===== config.mk =====
export PLATFORM = sky130hd
export DESIGN_NAME = divider_const_time
export DESIGN_NICKNAME = d
export VERILOG_FILES = /design/src/rtl/divider_pkg.sv /design/src/rtl/div_step.sv /design/src/rtl/divider_const_time.sv
export SDC_FILE = /design/constraint.sdc
export NUM_CORES = 2
export LEC_CHECK = 0
export BUFFER_PORTS_ARGS = -buffer_cell sky130_fd_sc_hd__buf_2
export CAP_MARGIN = 20
export CORE_ASPECT_RATIO = 0.5
export CORE_MARGIN = 2
export CORE_UTILIZATION = 45
export CTS_CLUSTER_DIAMETER = 80
export DETAILED_ROUTE_END_ITERATION = 10
export PLACE_DENSITY_LB_ADDON = 0.3
export SYNTH_ARGS = -nofsm -noshare
export SYNTH_HDL_FRONTEND = slang
export SYNTH_SLANG_ARGS = --single-unit
export TNS_END_PERCENT = 1

===== constraint.sdc =====
create_clock -name clk -period 57.9 [get_ports clk]
set_input_delay 8.685 -clock clk [delete_from_list [all_inputs] [get_ports clk]]
set_output_delay 8.685 -clock clk [all_outputs]
set_load 0.01 [all_outputs]

===== src/rtl/divider_pkg.sv =====
// rtl/divider_pkg.sv - shared state encoding and sizing helpers for the constant-time divider
package divider_pkg;

  typedef enum logic [1:0] {
    ST_IDLE = 2'd0,
    ST_RUN  = 2'd1,
    ST_DONE = 2'd2
  } state_t;

  // Step counter width: counts 0..WIDTH-1 RUN edges.
  function automatic int cnt_w(input int width);
    return $clog2(width);
  endfunction

endpackage


===== src/rtl/div_step.sv =====
// rtl/div_step.sv - one combinational restoring-division iteration
module div_step #(
  parameter int WIDTH = 128
) (
  input  logic [WIDTH-1:0] r_i,
  input  logic             q_msb_i,
  input  logic [WIDTH-1:0] d_i,
  output logic [WIDTH-1:0] r_next_o,
  output logic             q_bit_o
);

  logic [WIDTH:0] r_shift;
  logic [WIDTH:0] t;

  // Shift in the next dividend bit, trial-subtract, restore on borrow.
  // A restored remainder is always below D, so its top bit is zero and
  // WIDTH bits suffice between iterations.
  always_comb begin
    r_shift  = {r_i, q_msb_i};
    t        = r_shift - {1'b0, d_i};
    q_bit_o  = ~t[WIDTH];
    r_next_o = q_bit_o ? t[WIDTH-1:0] : r_shift[WIDTH-1:0];
  end

endmodule


===== src/rtl/divider_const_time.sv =====
// rtl/divider_const_time.sv - fixed-latency unsigned restoring divider (optional DIV_ZERO_FLAG_EN)
module divider_const_time
  import divider_pkg::*;
#(
  parameter int WIDTH = 128
) (
  input  logic             clk,
  input  logic             rst,
  input  logic             start,
  input  logic [WIDTH-1:0] dividend,
  input  logic [WIDTH-1:0] divisor,
  output logic [WIDTH-1:0] quotient,
  output logic [WIDTH-1:0] remainder,
  output logic             busy,
`ifdef DIV_ZERO_FLAG_EN
  output logic             div_by_zero,
`endif
  output logic             done
);

  localparam int CW = cnt_w(WIDTH);
  localparam logic [CW-1:0] LAST = CW'(WIDTH - 1);

  state_t           state_q;
  logic [CW-1:0]    count_q;
  logic [WIDTH-1:0] q_q;
  logic [WIDTH-1:0] d_q;
  logic [WIDTH-1:0] r_q;
  logic [WIDTH-1:0] quotient_q;
  logic [WIDTH-1:0] remainder_q;
  logic             busy_q;
  logic             done_q;
  logic [WIDTH-1:0] r_d;
  logic             q_bit_d;
  logic [WIDTH-1:0] q_d;

  // The step is evaluated every cycle regardless of state or operands.
  div_step #(.WIDTH(WIDTH)) u_step (
    .r_i      (r_q),
    .q_msb_i  (q_q[WIDTH-1]),
    .d_i      (d_q),
    .r_next_o (r_d),
    .q_bit_o  (q_bit_d)
  );

  assign q_d = {q_q[WIDTH-2:0], q_bit_d};

`ifdef DIV_ZERO_FLAG_EN
  logic dbz_q;

  // Zero-divisor flag tracks the divisor of the most recently accepted start.
  always_ff @(posedge clk or posedge rst) begin
    if (rst) begin
      dbz_q <= 1'b0;
    end else if (state_q == ST_IDLE && start) begin
      dbz_q <= (divisor == '0);
    end
  end

  assign div_by_zero = dbz_q;
`endif

  // Control FSM: fixed WIDTH RUN edges, no operand-dependent transitions.
  always_ff @(posedge clk or posedge rst) begin
    if (rst) begin
      state_q     <= ST_IDLE;
      count_q     <= '0;
      q_q         <= '0;
      d_q         <= '0;
      r_q         <= '0;
      quotient_q  <= '0;
      remainder_q <= '0;
      busy_q      <= 1'b0;
      done_q      <= 1'b0;
    end else begin
      case (state_q)
        ST_IDLE: begin
          done_q <= 1'b0;
          if (start) begin
            q_q     <= dividend;
            d_q     <= divisor;
            r_q     <= '0;
            count_q <= '0;
            busy_q  <= 1'b1;
            state_q <= ST_RUN;
          end
        end
        ST_RUN: begin
          r_q     <= r_d;
          q_q     <= q_d;
          count_q <= count_q + CW'(1);
          if (count_q == LAST) begin
            count_q     <= '0;
            quotient_q  <= q_d;
            remainder_q <= r_d;
            done_q      <= 1'b1;
            state_q     <= ST_DONE;
          end
        end
        ST_DONE: begin
          done_q  <= 1'b0;
          busy_q  <= 1'b0;
          state_q <= ST_IDLE;
        end
        default: begin
          done_q  <= 1'b0;
          busy_q  <= 1'b0;
          state_q <= ST_IDLE;
        end
      endcase
    end
  end

  assign quotient  = quotient_q;
  assign remainder = remainder_q;
  assign busy      = busy_q;
  assign done      = done_q;

endmodule


==> reports/results.ini <==
[power]
power_switching_share = 0.462
leakagePower_uw = 0.0196
power_per_cell_area_nw_per_um2 = 65.8
power.clock.fraction = 0.157
vdd_ir_drop_max_mv = 0.0526
comb_power_share = 0.566
power.sequential.fraction = 0.278
total_switching_power_uw = 1240
cellInternalPower_uw = 1440

[final_layout]
finish.net_count = 4895
layout.cells.most_common_list = sky130_fd_sc_hd__nand2_1 (1,037), sky130_fd_sc_hd__dfrtp_1 (649), sky130_fd_sc_hd__buf_2 (515)
mostFrequentLayoutCell = sky130_fd_sc_hd__nand2_1
fillerInstances = 7404
finalNonFillerCells = 5597
flow.area_growth_from_synthesis_pct = 14.6
drive_above_1_share = 0.149

[grt]
wire_length_of_the_first_global_routing_pass_um = 164000
grt_antenna_before_repair = 13
grt_start_max_net_pins = 256
grt.overflow.total = 0
first_global_vias = 30300
grtUsageTotal = 0.246

[hold_path]
hold_depth = 2
worst_hold_path_type = register to register
hold-path-endpoint = quotient[7]
min_from = quotient[7]

[status]
outcome = completed

[synthesis]
post_synth_main_area_contributors = sky130_fd_sc_hd__dfrtp_1 (46%), sky130_fd_sc_hd__nand2_1 (11%), sky130_fd_sc_hd__o21ai_0 (6.2%)
syn_area_sq_um = 35500
synth-main-ff-cell = sky130_fd_sc_hd__dfrtp_1
mappedNetlistNets = 4565
synth_cell_types = 79
syn_inst = 4176
ys_async_sr_fraction = 1.00
yosysWarningCount = 0
synth_seq_area_share = 0.458
postSynthAreaPerCell_sq_um = 8.51
synth_enable_flop_cells = 0
area_share_of_the_leading_cell_type_in_the_synthesized_netlist = 0.458
ys_seq_elements = 651
top_cell_type_by_total_area_after_synthesis = sky130_fd_sc_hd__dfrtp_1

[clock_tree]
clk_latency_ns = 0.67
total_setup_buffers_inserted_after_cts = 0
htreeDepth = 2
cts_hold_buffers = 0
tritoncts_num_sinks = 651
clk_pin_slew_worst_paths_ns = 0.06
tritoncts = done
clock_tree.root_cell = sky130_fd_sc_hd__clkbuf_16
cts_made_buffers = 59
cts_resized = 0
clock_tree.buffer_depth = 3

[drt]
remaining_drc_errors = 0
wire_per_inst_um = 18.2
detailed_route_iter0_violations = 2218
viasPerCell = 5.49
routed_wl_um = 102000
drt_antenna_net_count = 0
detail_route.first_pass.iterations = 5
route.vias.total = 30700

[sta]
fin_setup_tns_ns = 0
actual_transition_at_the_worst_max_transition_pin_ns = 1.24
timing.slew.headroom = 0.176
timing.final.crit_share = 0.191
final-hold-violation-count = 0
finalWorstPathRequiredPeriod_ns = 11.06
setup_viol_count_final = 0
final.setup_skew_ns = 0.0495
report.final.slew_viol_count = 0
fmax_ghz = 0.0904
grt_setup_unrepaired = no
timing.final.ws_setup_ns = 46.84

[worst_setup_path]
timing.setup.critical_path_class = primary input to asynchronous set/reset pin
worst_setup_path_start_kind = primary input
worstReg2RegStart = q_q[127]
worst_ep_arrival_time_ns = 11.78
worst_r2r_dst = remainder[58]
worst_ep_required_time_ns = 58.62
worstSetupStartpoint = rst
ff2ff_setup_slack_ns = 52.30
crit_fanout = 120
worstRegToRegCells = 17
crit_path_end_kind = asynchronous set/reset pin

[floorplanning]
io-pin-count = 517
row_count = 72
die-width_um = 401
floorplan.core_area_sq_um = 77700
initial_utilization = 0.457
fp.dieArea_sq_um = 81400
chipHeight_um = 203

[run]
drv.max_cap_violation_count = 0

[place]
gp_congestion = 0.934
hpwlAfterDp_um = 72600
place_worst_setup_slack_ns = 45.97
port_buffers = 516
place.detailed.instances = 5477

[how the worst max path moves through the flow]
stage,end,slack [ns],cells after the start
floorplan,busy,30.97,1
global placement,quotient[30],46.01,5
detailed placement,quotient[30],45.97,5
CTS,q_q[34],46.70,5
global route,q_q[29],46.34,5
finish,q_q[29],46.84,5
[cells in the mapped netlist (10+ instances only)]
cell,instances
sky130_fd_sc_hd__a211oi_1,11
sky130_fd_sc_hd__a21o_1,45
sky130_fd_sc_hd__a21oi_1,324
sky130_fd_sc_hd__a221oi_1,10
sky130_fd_sc_hd__a22oi_1,30
sky130_fd_sc_hd__a31oi_1,17
sky130_fd_sc_hd__and3_1,10
sky130_fd_sc_hd__and3b_1,99
sky130_fd_sc_hd__buf_1,20
sky130_fd_sc_hd__buf_2,17
sky130_fd_sc_hd__buf_6,13
sky130_fd_sc_hd__clkbuf_1,219
sky130_fd_sc_hd__dfrtp_1,651
sky130_fd_sc_hd__ha_1,129
sky130_fd_sc_hd__inv_1,177
sky130_fd_sc_hd__mux2i_1,121
sky130_fd_sc_hd__nand2_1,1037
sky130_fd_sc_hd__nand2b_1,16
sky130_fd_sc_hd__nand3_1,25
sky130_fd_sc_hd__nand4_1,60
sky130_fd_sc_hd__nor2_1,116
sky130_fd_sc_hd__nor2b_1,43
sky130_fd_sc_hd__nor3_1,34
sky130_fd_sc_hd__nor4_1,10
sky130_fd_sc_hd__o21a_1,17
sky130_fd_sc_hd__o21ai_0,437
sky130_fd_sc_hd__o21ai_1,192
sky130_fd_sc_hd__o21bai_1,44
sky130_fd_sc_hd__o31ai_1,19
sky130_fd_sc_hd__xnor2_1,73
sky130_fd_sc_hd__xor2_1,52
[per-stage QoR]
step                      total power, uW  hold slack, ns  cell area, sq um   util
final                                2680           0.467             40700  0.524
after global routing                 2890           0.493             40700  0.524
after CTS                            2680           0.474             40600  0.522
after detailed placement             2250           0.456             38500  0.496
after global placement               2220           0.456             38500  0.496
after floorplan                      1840           0.450             35500      -
[registers in the layout, summed over array words and instances (netlist names)]
name       count
d_q          128
q_q          128
quotient     128
r_q          128
remainder    128
count_q        7
state_q        2
busy           1
done           1
[power by group through the flow]
stage                     Sequential, uW  Clock [uW]  Combinational, uW
after global routing                 766         449               1680
after detailed placement             749           0               1500
after floorplan                      745           0               1100
final                                743         420               1510
after CTS                            743         430               1510
after global placement               742           0               1480
[logic make-up after synthesis]
| group | share of synthesized area |
|---|---|
| mux | 0.0355 |
| xor+xnor | 0.0316 |
| buf+inv | 0.0513 |
| flops | 0.458 |
| fa+ha+maj | 0.0460 |
| simple gates | 0.184 |
| compound gates | 0.193 |
[worst max-delay path, stage by stage]
cell and delay, ns:
sky130_fd_sc_hd__buf_2 0.13, sky130_fd_sc_hd__inv_8 0.57, sky130_fd_sc_hd__buf_4 0.76, sky130_fd_sc_hd__buf_4 0.73, sky130_fd_sc_hd__buf_4 0.73
[routing by layer]
metal | vias to the layer above | wire [um] | track usage
met5 | - | 55 | 0
met4 | 8 | 2940 | 0.0796
met3 | 173 | 4370 | 0.0328
met2 | 697 | 49700 | 0.416
met1 | 14900 | 44800 | 0.329
li1 | 15000 | - | -
[cell type report]
cell class | count | area [sq um] | area share
diodes | 8 | 20.0 | 0.000492
clock buffers | 83 | 1700 | 0.0417
clock inverters | 25 | 358 | 0.00879
inverters | 178 | 678 | 0.0167
multi-input cells | 3073 | 17500 | 0.429
flip-flops and latches | 651 | 16300 | 0.400
well taps | 1036 | 1300 | 0.0318
repair buffers | 543 | 2910 | 0.0713
Note: power is estimated with default switching activity, not from simulation.
